--- config.mk ---
export PLATFORM = sky130hd
export DESIGN_NAME = bcd_mod_counter
export DESIGN_NICKNAME = d
export VERILOG_FILES = /design/src/rtl/bcd_mod_counter_pkg.sv /design/src/rtl/bcd_mod_counter_digit.sv /design/src/rtl/bcd_mod_counter.sv
export SDC_FILE = /design/constraint.sdc
export NUM_CORES = 1
export LEC_CHECK = 0
export CAP_MARGIN = 20
export CORE_MARGIN = 10
export CORE_UTILIZATION = 54
export CTS_BUF_LIST = sky130_fd_sc_hd__clkbuf_8
export CTS_CLUSTER_DIAMETER = 200
export DETAILED_ROUTE_END_ITERATION = 12
export HOLD_SLACK_MARGIN = 0.02
export MAX_ROUTING_LAYER = met4
export PLACE_DENSITY = 0.95
export SLEW_MARGIN = 10
export SYNTH_ARGS = -nofsm -noshare
export SYNTH_HDL_FRONTEND = slang
export SYNTH_SLANG_ARGS = --single-unit
--- constraint.sdc ---
create_clock -name clk_i -period 3.65 [get_ports clk_i]
set_clock_uncertainty 0.2 [all_clocks]
set_input_delay 0.73 -clock clk_i [delete_from_list [all_inputs] [get_ports clk_i]]
set_output_delay 0.73 -clock clk_i [all_outputs]
set_load 0.005 [all_outputs]
--- src/rtl/bcd_mod_counter_pkg.sv ---
// Shared constants and helpers for the BCD modulo counter.
//   BCD_W      : bits per BCD digit
//   BCD_MAX    : largest legal digit value
//   MAX_DIGITS : widest count to_bcd can encode
//   to_bcd()   : integer -> packed BCD, used at elaboration for the
//                terminal value and by the testbench reference model
package bcd_mod_counter_pkg;

    localparam int          BCD_W      = 4;
    localparam logic [3:0]  BCD_MAX    = 4'd9;
    localparam int          MAX_DIGITS = 8;

    function automatic logic [BCD_W*MAX_DIGITS-1:0] to_bcd(input int unsigned value);
        logic [BCD_W*MAX_DIGITS-1:0] r;
        int unsigned                 v;
        r = '0;
        v = value;
        for (int i = 0; i < MAX_DIGITS; i++) begin
            r[BCD_W*i +: BCD_W] = 4'(v % 10);
            v = v / 10;
        end
        return r;
    endfunction

endpackage

--- src/rtl/bcd_mod_counter_digit.sv ---
// Single BCD digit of the modulo counter.
//   clk_i, reset_i : clock, async active-high reset
//   clear_i        : synchronous clear to 0 (highest priority)
//   load_i         : synchronous load of load_val_i
//   step_i         : carry/borrow in; step this digit by one
//   up_i           : 1 = increment, 0 = decrement
//   q_o            : digit value
//   cout_o         : carry (9 -> 0) or borrow (0 -> 9) out to the next digit
module bcd_digit
    import bcd_mod_counter_pkg::*;
(
    input  logic             clk_i,
    input  logic             reset_i,
    input  logic             clear_i,
    input  logic             load_i,
    input  logic [BCD_W-1:0] load_val_i,
    input  logic             step_i,
    input  logic             up_i,
    output logic [BCD_W-1:0] q_o,
    output logic             cout_o
);

    logic [BCD_W-1:0] digit_q, digit_d;

    always_comb begin
        digit_d = digit_q;
        if (clear_i) begin
            digit_d = '0;
        end else if (load_i) begin
            digit_d = load_val_i;
        end else if (step_i) begin
            if (up_i) digit_d = (digit_q == BCD_MAX) ? '0 : digit_q + 4'd1;
            else      digit_d = (digit_q == '0) ? BCD_MAX : digit_q - 4'd1;
        end
    end

    assign cout_o = step_i & (up_i ? (digit_q == BCD_MAX) : (digit_q == '0));
    assign q_o    = digit_q;

    always_ff @(posedge clk_i or posedge reset_i) begin
        if (reset_i) digit_q <= '0;
        else         digit_q <= digit_d;
    end

endmodule

--- src/rtl/bcd_mod_counter.sv ---
// Parametrised BCD up/down counter, modulo MODULUS over DIGITS digits.
//   clk_i, reset_i : clock, async active-high reset
//   en_i, up_i     : count enable and direction
//   clear_i        : synchronous clear (beats load and en)
//   load_i         : synchronous load of load_val_i (beats en), validated
//   q_o            : count in BCD, digit 0 in [3:0]
//   co_o           : registered one-cycle wrap pulse
//   load_err_o     : registered one-cycle pulse for a rejected load
module bcd_mod_counter
    import bcd_mod_counter_pkg::*;
#(
    parameter int MODULUS = 60,
    parameter int DIGITS  = 2
) (
    input  logic                  clk_i,
    input  logic                  reset_i,
    input  logic                  en_i,
    input  logic                  up_i,
    input  logic                  clear_i,
    input  logic                  load_i,
    input  logic [BCD_W*DIGITS-1:0] load_val_i,
    output logic [BCD_W*DIGITS-1:0] q_o,
    output logic                  co_o,
    output logic                  load_err_o
);

    localparam int              W    = BCD_W*DIGITS;
    localparam logic [W-1:0]    TERM = W'(to_bcd(MODULUS-1));

    logic          load_ok;
    logic          step;
    logic          wrap_up, wrap_dn;
    logic          dig_clear, dig_load;
    logic [W-1:0]  dig_load_val;
    logic [DIGITS:0] chain;
    logic          co_q, co_d;
    logic          load_err_q, load_err_d;

    // For well-formed BCD, packed comparison orders the same as the
    // decimal value, so "< MODULUS" becomes "<= TERM".
    always_comb begin
        load_ok = (load_val_i <= TERM);
        for (int i = 0; i < DIGITS; i++) begin
            if (load_val_i[BCD_W*i +: BCD_W] > BCD_MAX) load_ok = 1'b0;
        end
    end

    assign step     = en_i & ~clear_i & ~load_i;
    assign chain[0] = step;

    assign wrap_up = step & up_i & (q_o == TERM);
    // A borrow out of the top digit means the count was all zeros.
    assign wrap_dn = chain[DIGITS] & ~up_i;

    // Wraps reuse the digits' clear/load paths, which override stepping.
    assign dig_clear    = clear_i | wrap_up;
    assign dig_load     = (load_i & load_ok) | wrap_dn;
    assign dig_load_val = load_i ? load_val_i : TERM;

    for (genvar g = 0; g < DIGITS; g++) begin : g_digit
        bcd_digit u_digit (
            .clk_i      (clk_i),
            .reset_i    (reset_i),
            .clear_i    (dig_clear),
            .load_i     (dig_load),
            .load_val_i (dig_load_val[BCD_W*g +: BCD_W]),
            .step_i     (chain[g]),
            .up_i       (up_i),
            .q_o        (q_o[BCD_W*g +: BCD_W]),
            .cout_o     (chain[g+1])
        );
    end

    assign co_d       = wrap_up | wrap_dn;
    assign load_err_d = load_i & ~clear_i & ~load_ok;

    always_ff @(posedge clk_i or posedge reset_i) begin
        if (reset_i) begin
            co_q       <= 1'b0;
            load_err_q <= 1'b0;
        end else begin
            co_q       <= co_d;
            load_err_q <= load_err_d;
        end
    end

    assign co_o       = co_q;
    assign load_err_o = load_err_q;

endmodule

[Yosys cells after proc, flatten, opt, wreduce, memory -nomap -nowiden]
Cells that the tools add are included.
Operators by class
  eq/ne operators: 3
  reduce and logical (&&, ||, !) cells: 4
  bitwise operators: 17
  mux-type cells: 17
  magnitude comparators: 3
  add/subtract/negate cells: 4
Operators by type and width (number)
  $mux W4: 12
  $and A1 B1 Y1: 10
  $add A4 B1 Y4 const B: 2
  $eq A4 B4 Y1 const B: 2
  $eq A8 B7 Y1 const B: 1
  $gt A4 B4 Y1 const B: 2
  $le A8 B7 Y1 const B: 1
  $logic_not A4 Y1: 2
  $mux W8: 1
  $sub A4 B1 Y4 const B: 2
  $reduce_bool A3 Y1: 2
  $mux W1: 4
  $not A1 Y1: 4
  $or A1 B1 Y1: 3
Word-level totals
  register bits: 10
  output and inout bits: 10
  word-level logic and storage cells: 52

[Depth between registers and ports, before layout]
Gate-level depths: netlist of run 1.
  depth in word-level cells: 9
  gate-level depth with buffers: 7

[By module]
Synthesis of run 1 repeated with hierarchy kept, for this count alone.
Second synthesis, totals
  cells, all modules: 124
  area, all modules: 1001.0 sq um
By module, submodules not included
  bcd_digit: cells each 49, area each 401.6 sq um, instances 2
  bcd_mod_counter: cells each 26, area each 197.7 sq um, instances 1

[Worst setup path after synthesis of run 1]
No wires, ideal clock.
  path kind: input port to flip-flop
  start point: in load_i
  end point: reg g_digit[1].u_digit.digit_q[2]
  path slack: 1.287 ns
  stages on the path: 6
  required time: 3.313 ns
  library setup time: 0.137 ns
  buffers on the path: 1
  data arrival time: 2.026 ns
  path through: or3b_1 -> buf_2 -> or3_1 -> a21oi_1 -> mux2i_1 -> a221oi_2
Between the ends
  cells in the longest elaborated chain, start to end: 8
Ends and longest elaborated chain
  from (decl): RTL line bcd_mod_counter.sv:20  | input logic load_i,
  $not A1 Y1: RTL line bcd_mod_counter.sv:48  | assign step = en_i & ~clear_i & ~load_i;
  $and A1 B1 Y1: RTL line bcd_mod_counter.sv:48
  $and A1 B1 Y1 (2 in series): RTL line bcd_mod_counter_digit.sv:37  | assign cout_o = step_i & (up_i ? (digit_q == BCD_MAX) : (digit_q == '0));
  $and A1 B1 Y1: RTL line bcd_mod_counter.sv:53  | assign wrap_dn = chain[DIGITS] & ~up_i;
  $or A1 B1 Y1: RTL line bcd_mod_counter.sv:57  | assign dig_load = (load_i & load_ok) | wrap_dn;
  $mux W4: RTL line bcd_mod_counter_digit.sv:29  | end else if (load_i) begin
  $mux W4: RTL line bcd_mod_counter_digit.sv:27  | if (clear_i) begin
  to (signal assigned): RTL line bcd_mod_counter_digit.sv:42  | else digit_q <= digit_d;
  to (decl): RTL line bcd_mod_counter_digit.sv:23  | logic [BCD_W-1:0] digit_q, digit_d;
Parallel ways exist; a longest one is shown, timed or not.
A chain may end at the register's enable or synchronous reset.

[Worst setup path after layout of run 1]
  start point: in load_i
  end point: reg g_digit[0].u_digit.digit_q[0]
Between the ends
  cells in the longest elaborated chain, start to end: 8
Ends and longest elaborated chain (RTL line)
  $not A1 Y1: bcd_mod_counter.sv:48
  $and A1 B1 Y1: bcd_mod_counter.sv:48
  $and A1 B1 Y1 (2 in series): bcd_mod_counter_digit.sv:37
  $and A1 B1 Y1: bcd_mod_counter.sv:53
  $or A1 B1 Y1: bcd_mod_counter.sv:57
  $mux W4: bcd_mod_counter_digit.sv:29
  $mux W4: bcd_mod_counter_digit.sv:27
  to (signal assigned): bcd_mod_counter_digit.sv:42
  to (decl): bcd_mod_counter_digit.sv:23
Parallel ways exist; a longest one is shown, timed or not.

==> flow_summary.yaml, run 1 <==
sta:
  slew_headroom_pct: 49.0
  finalSetupViolations: 0
  fin_crit_ns: 2.94
  finalCritPeriodShare_pct: 80.5
  rsz0062_at_grt: "false"
  tns_ns: 0
  max_freq_mhz: 340
  final-hold-violation-count: 0
  drv_slew: 0
  worst_pin_slew_ns: 0.763
detailed_routing:
  drtIter0Drc: 21
  drc: 0
  ant_nets: 0
  postRouteWirelength_mm: 2.52
  first_pass_iters: 4
  wl_per_cell_um: 17.6
  vias: 935
  viasPerCell: 6.54
placement:
  numPortBuffers: 23
  dp.final_hpwl_mm: 1.90
  gp_congestion: 0.845
  dp.cells: 138
hold_path:
  hold_depth: 2
  min_to: "g_digit[0].u_digit.q_o[1]$_DFFE_PP0P_"
  holdCritPathClass: "reg2reg"
  min_from: "g_digit[0].u_digit.q_o[1]$_DFFE_PP0P_"
global_route:
  grt_pass1_wl_mm: 4.17
  grt_max_degree: 16
  grtUsageTotal_pct: 15.0
  grt_pass1_vias: 880
  antenna_found_initial: 0
  grt_overflow: 0
synthesis:
  yosys_warnings: 0
  async_reset_ff_share_pct: 100
  yosysUniqueCellTypes: 47
  synth_fp_nets: 123
  syn_inst: 109
  netlist_area_um2: 927
  synth_seq_cells: 10
  synth-edff-count: 0
  ys.flop_type: "dfrtp_1"
  yosysSeqAreaShare_pct: 27.0
  syn_area_per_cell_um2: 8.51
cells_and_area:
  nFillCells: 115
  n_antenna_cell: 0
  layout.nets: 142
  syn_to_final_growth_pct: 27.3
  fin_util_pct: 75.7
  drive_gt1_share_pct: 14.2
  layout.cells.non_filler: 143
worst_setup_path:
  start_kind: "input pin"
  critPathKind: "in2reg"
  cp.depth: 7
  endpoint_kind: "flip-flop"
  r2r_cells: 6
  cp_slowest_cell: "clkdlybuf4s50_1"
  worstReg2RegEnd: "g_digit[0].u_digit.q_o[0]$_DFFE_PP0P_"
  path_buf_inv: 2
  path_max_fanout: 11
  cp_top_family: "simple AND/OR/NAND/NOR gates"
  r2r_setup_slack_ns: 1.31
  crit_path_cell_trace: "clkdlybuf4s50_1 -> or3b_1 -> nor4b_2 -> a21oi_1 -> buf_4 -> nor3b_2 -> a211oi_2"
  regToRegStartpoint: "g_digit[1].u_digit.q_o[1]$_DFFE_PP0P_"
  cp.required_ns: 3.55
  max_stage_delay_ns: 0.57
  crit_arrival_ns: 2.84
floorplan:
  core_um2: 1560
  die-height_um: 61.4
  num_rows: 14
  ioPinCount: 24
  die_area_um2: 3770
  die_x_um: 61.4
  initial_core_util_pct: 59.5
pwr:
  powerDensity_nw_per_um2: 320
  ir_worst_vdd_v: 0.000365
  power_mw: 0.378
  total_leakage_power_nw: 0.436
clock_network:
  numCtsBuffers: 3
  clk_latency_ns: 0.23
  cts_max_level: 1
  cts.sinks: 10
  clk_pin_slew_ns: 0.04
  postCtsHoldBufs: 0
  tritoncts: "done"
  cts_root_buf: "clkbuf_8"
  clockBufferDepth: 2
  post-cts-setup-buffers: 0
  cts_resized: 0
outcome:
  status: "finished clean"
flow_run:
  maxCapViolCount: 0
[cells in the mapped netlist, types with 2 or more instances]
cell type | count | area share (%)
dfrtp_1 | 10 | 27
nor2_1 | 9 | 3.6
a21oi_1 | 7 | 3.8
o21ai_0 | 7 | 3.8
clkbuf_1 | 5 | 2.0
nand2_1 | 5 | 2.0
inv_1 | 4 | 1.6
a211oi_2 | 3 | 4.0
a31oi_1 | 3 | 2.0
buf_2 | 3 | 1.6
buf_6 | 3 | 3.6
nand3_1 | 3 | 1.6
nor3_1 | 3 | 1.6
nor3b_1 | 3 | 2.4
a311oi_2 | 2 | 3.2
nand2b_1 | 2 | 1.3
nor2b_1 | 2 | 1.3
nor3b_2 | 2 | 2.7
nor4_1 | 2 | 1.3
o21ai_1 | 2 | 1.1
or3_1 | 2 | 1.3
xnor2_1 | 2 | 1.9
[layout by cell type (no fill, tap or decap), drive strengths merged, types with 2 or more instances in the layout]
master	instances
dfrtp	10
xnor2	2
nor3b	5
clkbuf	4
or3	3
nor2	9
inv	4
nor4	2
o21ai	9
nor3	3
a311oi	2
nand3	3
nand2	5
a31oi	3
nand2b	2
clkdlybuf4s50	23
buf	2
a211oi	3
nor2b	2
a21oi	7
[registers in the layout (all words and copies together) (netlist names)]
register / count
co_o: 1
load_err_o: 1
g_digit.u_digit.q_o: 8
[area by class of cell]
type	instances	area (µm²)	share of cell area, %
Sequential cell	10	250	21.2
Multi-Input combinational cell	84	594	50.4
Inverter	4	15.0	1.27
Timing Repair Buffer	25	245	20.8
Tap cell	16	20.0	1.70
Clock buffer	4	55.1	4.67
[power by group]
group | internal (mW) | total, mW | leakage [nW] | switching (mW)
clock network | 0.0946 | 0.135 | 0.0288 | 0.0407
logic | 0.0572 | 0.106 | 0.272 | 0.0492
registers | 0.118 | 0.136 | 0.135 | 0.0178
[through the flow]
step,area (µm²),worst slack (ns),hold WS [ns]
floorplan,927,1.29,0.370
global placement,1120,0.470,0.539
detailed placement,1120,0.302,0.543
CTS,1170,0.539,0.548
global route,1180,0.578,0.613
finish,1180,0.713,0.557
[worst max path at each step]
stage | startpoint | to | slack, ns
after floorplan | load_i | g_digit[1].u_digit.q_o[2]$_DFFE_PP0P_ | 1.29
after global placement | load_i | g_digit[0].u_digit.q_o[1]$_DFFE_PP0P_ | 0.47
after detailed placement | load_i | g_digit[0].u_digit.q_o[3]$_DFFE_PP0P_ | 0.30
after CTS | load_i | g_digit[0].u_digit.q_o[2]$_DFFE_PP0P_ | 0.54
after global routing | load_i | g_digit[0].u_digit.q_o[0]$_DFFE_PP0P_ | 0.58
final | load_i | g_digit[0].u_digit.q_o[0]$_DFFE_PP0P_ | 0.71
[metal layers]
metal	up-vias	track usage, %	wire length (µm)	part of all wire (%)
met1	445	16.5	1070	42
met5	-	-	0	0
met2	37	25.7	1250	50
met3	6	3.91	153	6.1
met4	0	5.10	47	1.9
li1	447	-	-	-
[cells by family after synthesis]
group / Yosys count / synth area share, %
muxes: 2 / 2.29
AOI/OAI and AO/OA: 37 / 30.4
and+or+nand+nor: 42 / 28.6
DFF: 10 / 27.0
buffers and inverters: 15 / 8.91
xor gates and xnor gates: 3 / 2.83
[tightest hold or removal path, cell delays in order, from the launching register on]
cell	delay, ns
dfrtp_1	0.50
nand2_1	0.13
a311oi_2	0.08
Power figures use the tool's default switching activity.
==> inputs of run 2 (changes only) <==
- CORE_UTILIZATION: 54 -> 50
- PLACE_DENSITY: 0.95 -> 0.92
- clock period: 3.65 -> 2.9 ns (I/O delays scaled with it)
==> run 2 against run 1 <==
Count of clock-buffer cells in the layout did not move. Power rose by 28%. Hold slack got worse by 0.13 ns. Clock power rose by 32%. Largest cell class unchanged. Non-clock buffer count rose by 4.
==> flow_summary.yaml, run 2 (synthesized netlist as in run 1, its figures left out) <==
pwr:
  total_leakage_power_nw: 0.455
  power_mw: 0.485
  powerDensity_nw_per_um2: 397
  ir_worst_vdd_v: 0.000405
cells_and_area:
  final_common_cell: "clkdlybuf4s50_1"
  largest_reg_flops: 8
  syn_to_final_growth_pct: 31.7
  nFillCells: 142
  final_cell_mix: "clkdlybuf4s50_1 (23), dfrtp_1 (10), nor2_1 (9)"
  n_antenna_cell: 0
  layout.nets: 146
  drive_gt1_share_pct: 16.8
floorplan:
  ioPinCount: 24
  initial_core_util_pct: 53.1
  die-height_um: 63.1
  die_area_um2: 3980
  die_x_um: 63.1
  num_rows: 15
  core_um2: 1750
clock_network:
  post-cts-setup-buffers: 0
  clk_pin_slew_ns: 0.05
  numCtsBuffers: 3
  tritoncts: "done"
  clockBufferDepth: 2
  cts_resized: 0
  cts_root_buf: "clkbuf_8"
  cts.sinks: 10
  postCtsHoldBufs: 0
  cts_max_level: 1
  clk_latency_ns: 0.24
sta:
  worst_pin_slew_ns: 0.976
  slew_headroom_pct: 34.9
  tns_ns: 0
  hold_slack_ns: 0.426
  max_freq_mhz: 383
  final-hold-violation-count: 0
  finalCritPeriodShare_pct: 90.1
  rsz0062_at_grt: "false"
  drv_slew: 0
  finalSetupViolations: 0
  timing.final.ws_setup_ns: 0.287
  fin_crit_ns: 2.61
placement:
  numPortBuffers: 23
  dp.final_hpwl_mm: 1.83
  gp_congestion: 0.927
  place_ws_ns: 0.0519
worst_setup_path:
  cp.required_ns: 2.83
  crit_arrival_ns: 2.54
  critPathKind: "in2reg"
  start_kind: "input pin"
  endpoint_kind: "flip-flop"
  path_max_fanout: 5
global_route:
  grt_max_degree: 16
  grt_pass1_wl_mm: 4.27
  grt_overflow: 0
  antenna_found_initial: 0
  grtUsageTotal_pct: 13.0
  grt_pass1_vias: 907
detailed_routing:
  drc: 0
  ant_nets: 0
  wl_per_cell_um: 15.7
  drtIter0Drc: 21
  vias: 933
  first_pass_iters: 4
  postRouteWirelength_mm: 2.45
  viasPerCell: 5.98
flow_run:
  maxCapViolCount: 0
hold_path:
  holdCritPathClass: "in2async"
outcome:
  status: "finished clean"
[run 2: cell count changes in the layout (fill, tap and decap cells not counted), sizes merged]
cell,delta
buf,+4
[run 2: worst paths after layout]
path                       slack [ns]  depth (start not counted)                                  start                               endpoint
hold / removal                   0.43                          2                                reset_i  g_digit[1].u_digit.q_o[2]$_DFFE_PP0P_
max in group asynchronous        1.79                          2                                reset_i  g_digit[0].u_digit.q_o[0]$_DFFE_PP0P_
min in group clk_i               0.58                          2  g_digit[1].u_digit.q_o[3]$_DFFE_PP0P_  g_digit[1].u_digit.q_o[3]$_DFFE_PP0P_
hold reg to reg                  0.58                          2  g_digit[1].u_digit.q_o[3]$_DFFE_PP0P_  g_digit[1].u_digit.q_o[3]$_DFFE_PP0P_
setup reg to reg                 0.55                          5  g_digit[1].u_digit.q_o[1]$_DFFE_PP0P_  g_digit[1].u_digit.q_o[1]$_DFFE_PP0P_
setup / recovery                 0.29                          7                                 load_i  g_digit[1].u_digit.q_o[3]$_DFFE_PP0P_
[run 2: power by group]
group / internal, mW / switching, mW
clock network: 0.120 / 0.0585
registers: 0.149 / 0.0227
logic: 0.0750 / 0.0607
[run 2: area by class of cell]
| class | count | area [µm²] | share of cell area (%) |
|---|---|---|---|
| multi-input combinational | 84 | 594 | 48.7 |
| clock buffer | 4 | 55.1 | 4.51 |
| inverter | 4 | 15.0 | 1.23 |
| tap | 25 | 31.3 | 2.56 |
| timing repair buffer | 29 | 275 | 22.5 |
| sequential | 10 | 250 | 20.5 |
[run 2: layer usage]
layer | GRT usage (%) | wire length, µm | vias up | share of wire (%)
met3 | 5.83 | 165 | 5 | 6.7
met1 | 14.0 | 1040 | 441 | 42
met2 | 21.2 | 1220 | 34 | 50
li1 | - | - | 453 | -
met4 | 3.35 | 23 | 0 | 0.94
met5 | - | 0 | - | 0
[run 2: per-stage QoR]
step	utilization (%)	cells	area, µm²
after floorplan	-	109	927
after global placement	66.8	152	1170
after detailed placement	66.8	152	1170
after CTS	70.0	156	1220
after global routing	70.0	156	1220
final	70.0	156	1220
[run 2: critical path, cell delays in order]
cell	delay (ns)
clkdlybuf4s50_1	0.44
or3b_1	0.47
buf_4	0.18
a2111o_1	0.34
a221o_1	0.28
a22oi_1	0.19
nor2_1	0.06
==> inputs of run 3 (changes only) <==
- PLACE_DENSITY: 0.92 -> 0.81
==> run 3 against run 2 <==
Routed wire length fell by 0.29%. Core utilization rose by 0.36 points. Worst setup slack improved by 0.022 ns. Die area did not move. First-iteration DRC count fell by 4.8%. Power fell by 5.9%. Non-clock buffer count rose by 1. Final cell count did not move. Design area rose by 0.51%. Maximum frequency rose by 0.86%. Highest routed layer unchanged.
==> flow_summary.yaml, run 3 (synthesized netlist as in run 1, its figures left out) <==
outcome:
  status: "finished clean"
sta:
  final-hold-violation-count: 0
  rsz0062_at_grt: "false"
  fin_crit_ns: 2.59
  tns_ns: 0
  worst_pin_slew_ns: 0.842
  drv_slew: 0
  finalCritPeriodShare_pct: 89.3
  finalSetupViolations: 0
  max_freq_mhz: 386
  slew_headroom_pct: 43.9
floorplan:
  die-height_um: 63.1
  core_um2: 1750
  die_x_um: 63.1
  initial_core_util_pct: 53.1
  num_rows: 15
  die_area_um2: 3980
  ioPinCount: 24
flow_run:
  maxCapViolCount: 0
clock_network:
  cts_resized: 0
  clk_pin_slew_ns: 0.05
  tritoncts: "done"
  post-cts-setup-buffers: 0
  clockBufferDepth: 2
  clk_latency_ns: 0.24
  numCtsBuffers: 3
  cts_root_buf: "clkbuf_8"
  postCtsHoldBufs: 0
  cts_max_level: 1
  cts.sinks: 10
worst_setup_path:
  max_stage_delay_ns: 0.47
  start_kind: "input pin"
  cp.required_ns: 2.83
  crit_path_cell_trace: "clkdlybuf4s50_1 -> or3b_1 -> buf_4 -> a2111o_1 -> a221o_1 -> a22oi_1 -> nor2_1"
  path_max_fanout: 5
  r2r_cells: 6
  critPathKind: "in2reg"
  endpoint_kind: "flip-flop"
  cp_slowest_cell: "clkdlybuf4s50_1"
  crit_arrival_ns: 2.52
cells_and_area:
  syn_to_final_growth_pct: 32.4
  final_common_cell: "clkdlybuf4s50_1"
  final_cell_mix: "clkdlybuf4s50_1 (23), dfrtp_1 (10), nor2_1 (9)"
  largest_reg_flops: 8
  nFillCells: 144
  layout.nets: 147
  drive_gt1_share_pct: 16.8
  n_antenna_cell: 0
  layout.cells.non_filler: 156
placement:
  gp_congestion: 0.844
  dp.final_hpwl_mm: 1.89
  dp.cells: 153
  numPortBuffers: 23
global_route:
  antenna_found_initial: 0
  grt_pass1_wl_mm: 4.12
  grtUsageTotal_pct: 12.8
  grt_overflow: 0
  grt_pass1_vias: 879
  grt_max_degree: 16
detailed_routing:
  drc: 0
  postRouteWirelength_mm: 2.45
  first_pass_iters: 4
  viasPerCell: 5.81
  ant_nets: 0
  drtIter0Drc: 20
  vias: 907
  wl_per_cell_um: 15.7
hold_path:
  holdCritPathClass: "in2async"
pwr:
  total_leakage_power_nw: 0.459
  ir_worst_vdd_v: 0.000264
  powerDensity_nw_per_um2: 372
## run 3: cell types whose count changed in the layout (fill, tap and decap cells not counted), sizes merged
cell and delta:
buf +1, clkbuf -1
## run 3: layout make-up
type	count	area [µm²]	share of cell area (%)
Clock buffer	3	41.3	3.36
Multi-Input combinational cell	84	594	48.4
Timing Repair Buffer	30	295	24.1
Tap cell	25	31.3	2.55
Inverter	4	15.0	1.22
Sequential cell	10	250	20.4
## run 3: layer usage
layer,global-route usage (%),part of all wire (%),vias up
met5,-,0,-
met4,7.82,2.7,0
met3,1.59,2.6,6
met2,20.6,50,21
met1,14.9,45,429
li1,-,-,451
## run 3: metrics by stage
step           hold slack, ns  instance area [µm²]  power (mW)  setup slack (ns)  util [%]
2_1_floorplan           0.220                  927       0.254             0.687         -
3_3_place_gp            0.533                 1190       0.309             0.125      68.0
3_5_place_dp            0.541                 1190       0.311            0.0736      68.0
4_1_cts                 0.435                 1230       0.460             0.308      70.3
5_1_grt                 0.475                 1230       0.480             0.206      70.3
6_report                0.426                 1230       0.457             0.309      70.3
## run 3: worst max-delay path: cells and delay by family
family / cells / cell delay (ns)
AO/OA/AOI/OAI: 3 / 0.80
AND/OR/NAND/NOR: 2 / 0.48
buffers and inverters: 2 / 0.65
## run 3: where the power goes
part           internal (mW)  switching [mW]  leakage [nW]  total [mW]
Sequential             0.149          0.0227         0.135       0.172
Clock                 0.0910          0.0553        0.0216       0.146
Combinational         0.0781          0.0608         0.302       0.139
## run 3: final timing paths
| path | slack (ns) | end | start |
|---|---|---|---|
| worst max-delay path | 0.31 | g_digit[1].u_digit.q_o[3]$_DFFE_PP0P_ | en_i |
| worst min-delay path | 0.43 | g_digit[1].u_digit.q_o[0]$_DFFE_PP0P_ | reset_i |
| worst max register to register | 0.52 | g_digit[0].u_digit.q_o[3]$_DFFE_PP0P_ | g_digit[1].u_digit.q_o[1]$_DFFE_PP0P_ |
| worst min register to register | 0.56 | g_digit[1].u_digit.q_o[3]$_DFFE_PP0P_ | g_digit[1].u_digit.q_o[3]$_DFFE_PP0P_ |
| max in group asynchronous | 1.79 | g_digit[0].u_digit.q_o[0]$_DFFE_PP0P_ | reset_i |
| min in group clk_i | 0.56 | g_digit[1].u_digit.q_o[3]$_DFFE_PP0P_ | g_digit[1].u_digit.q_o[3]$_DFFE_PP0P_ |
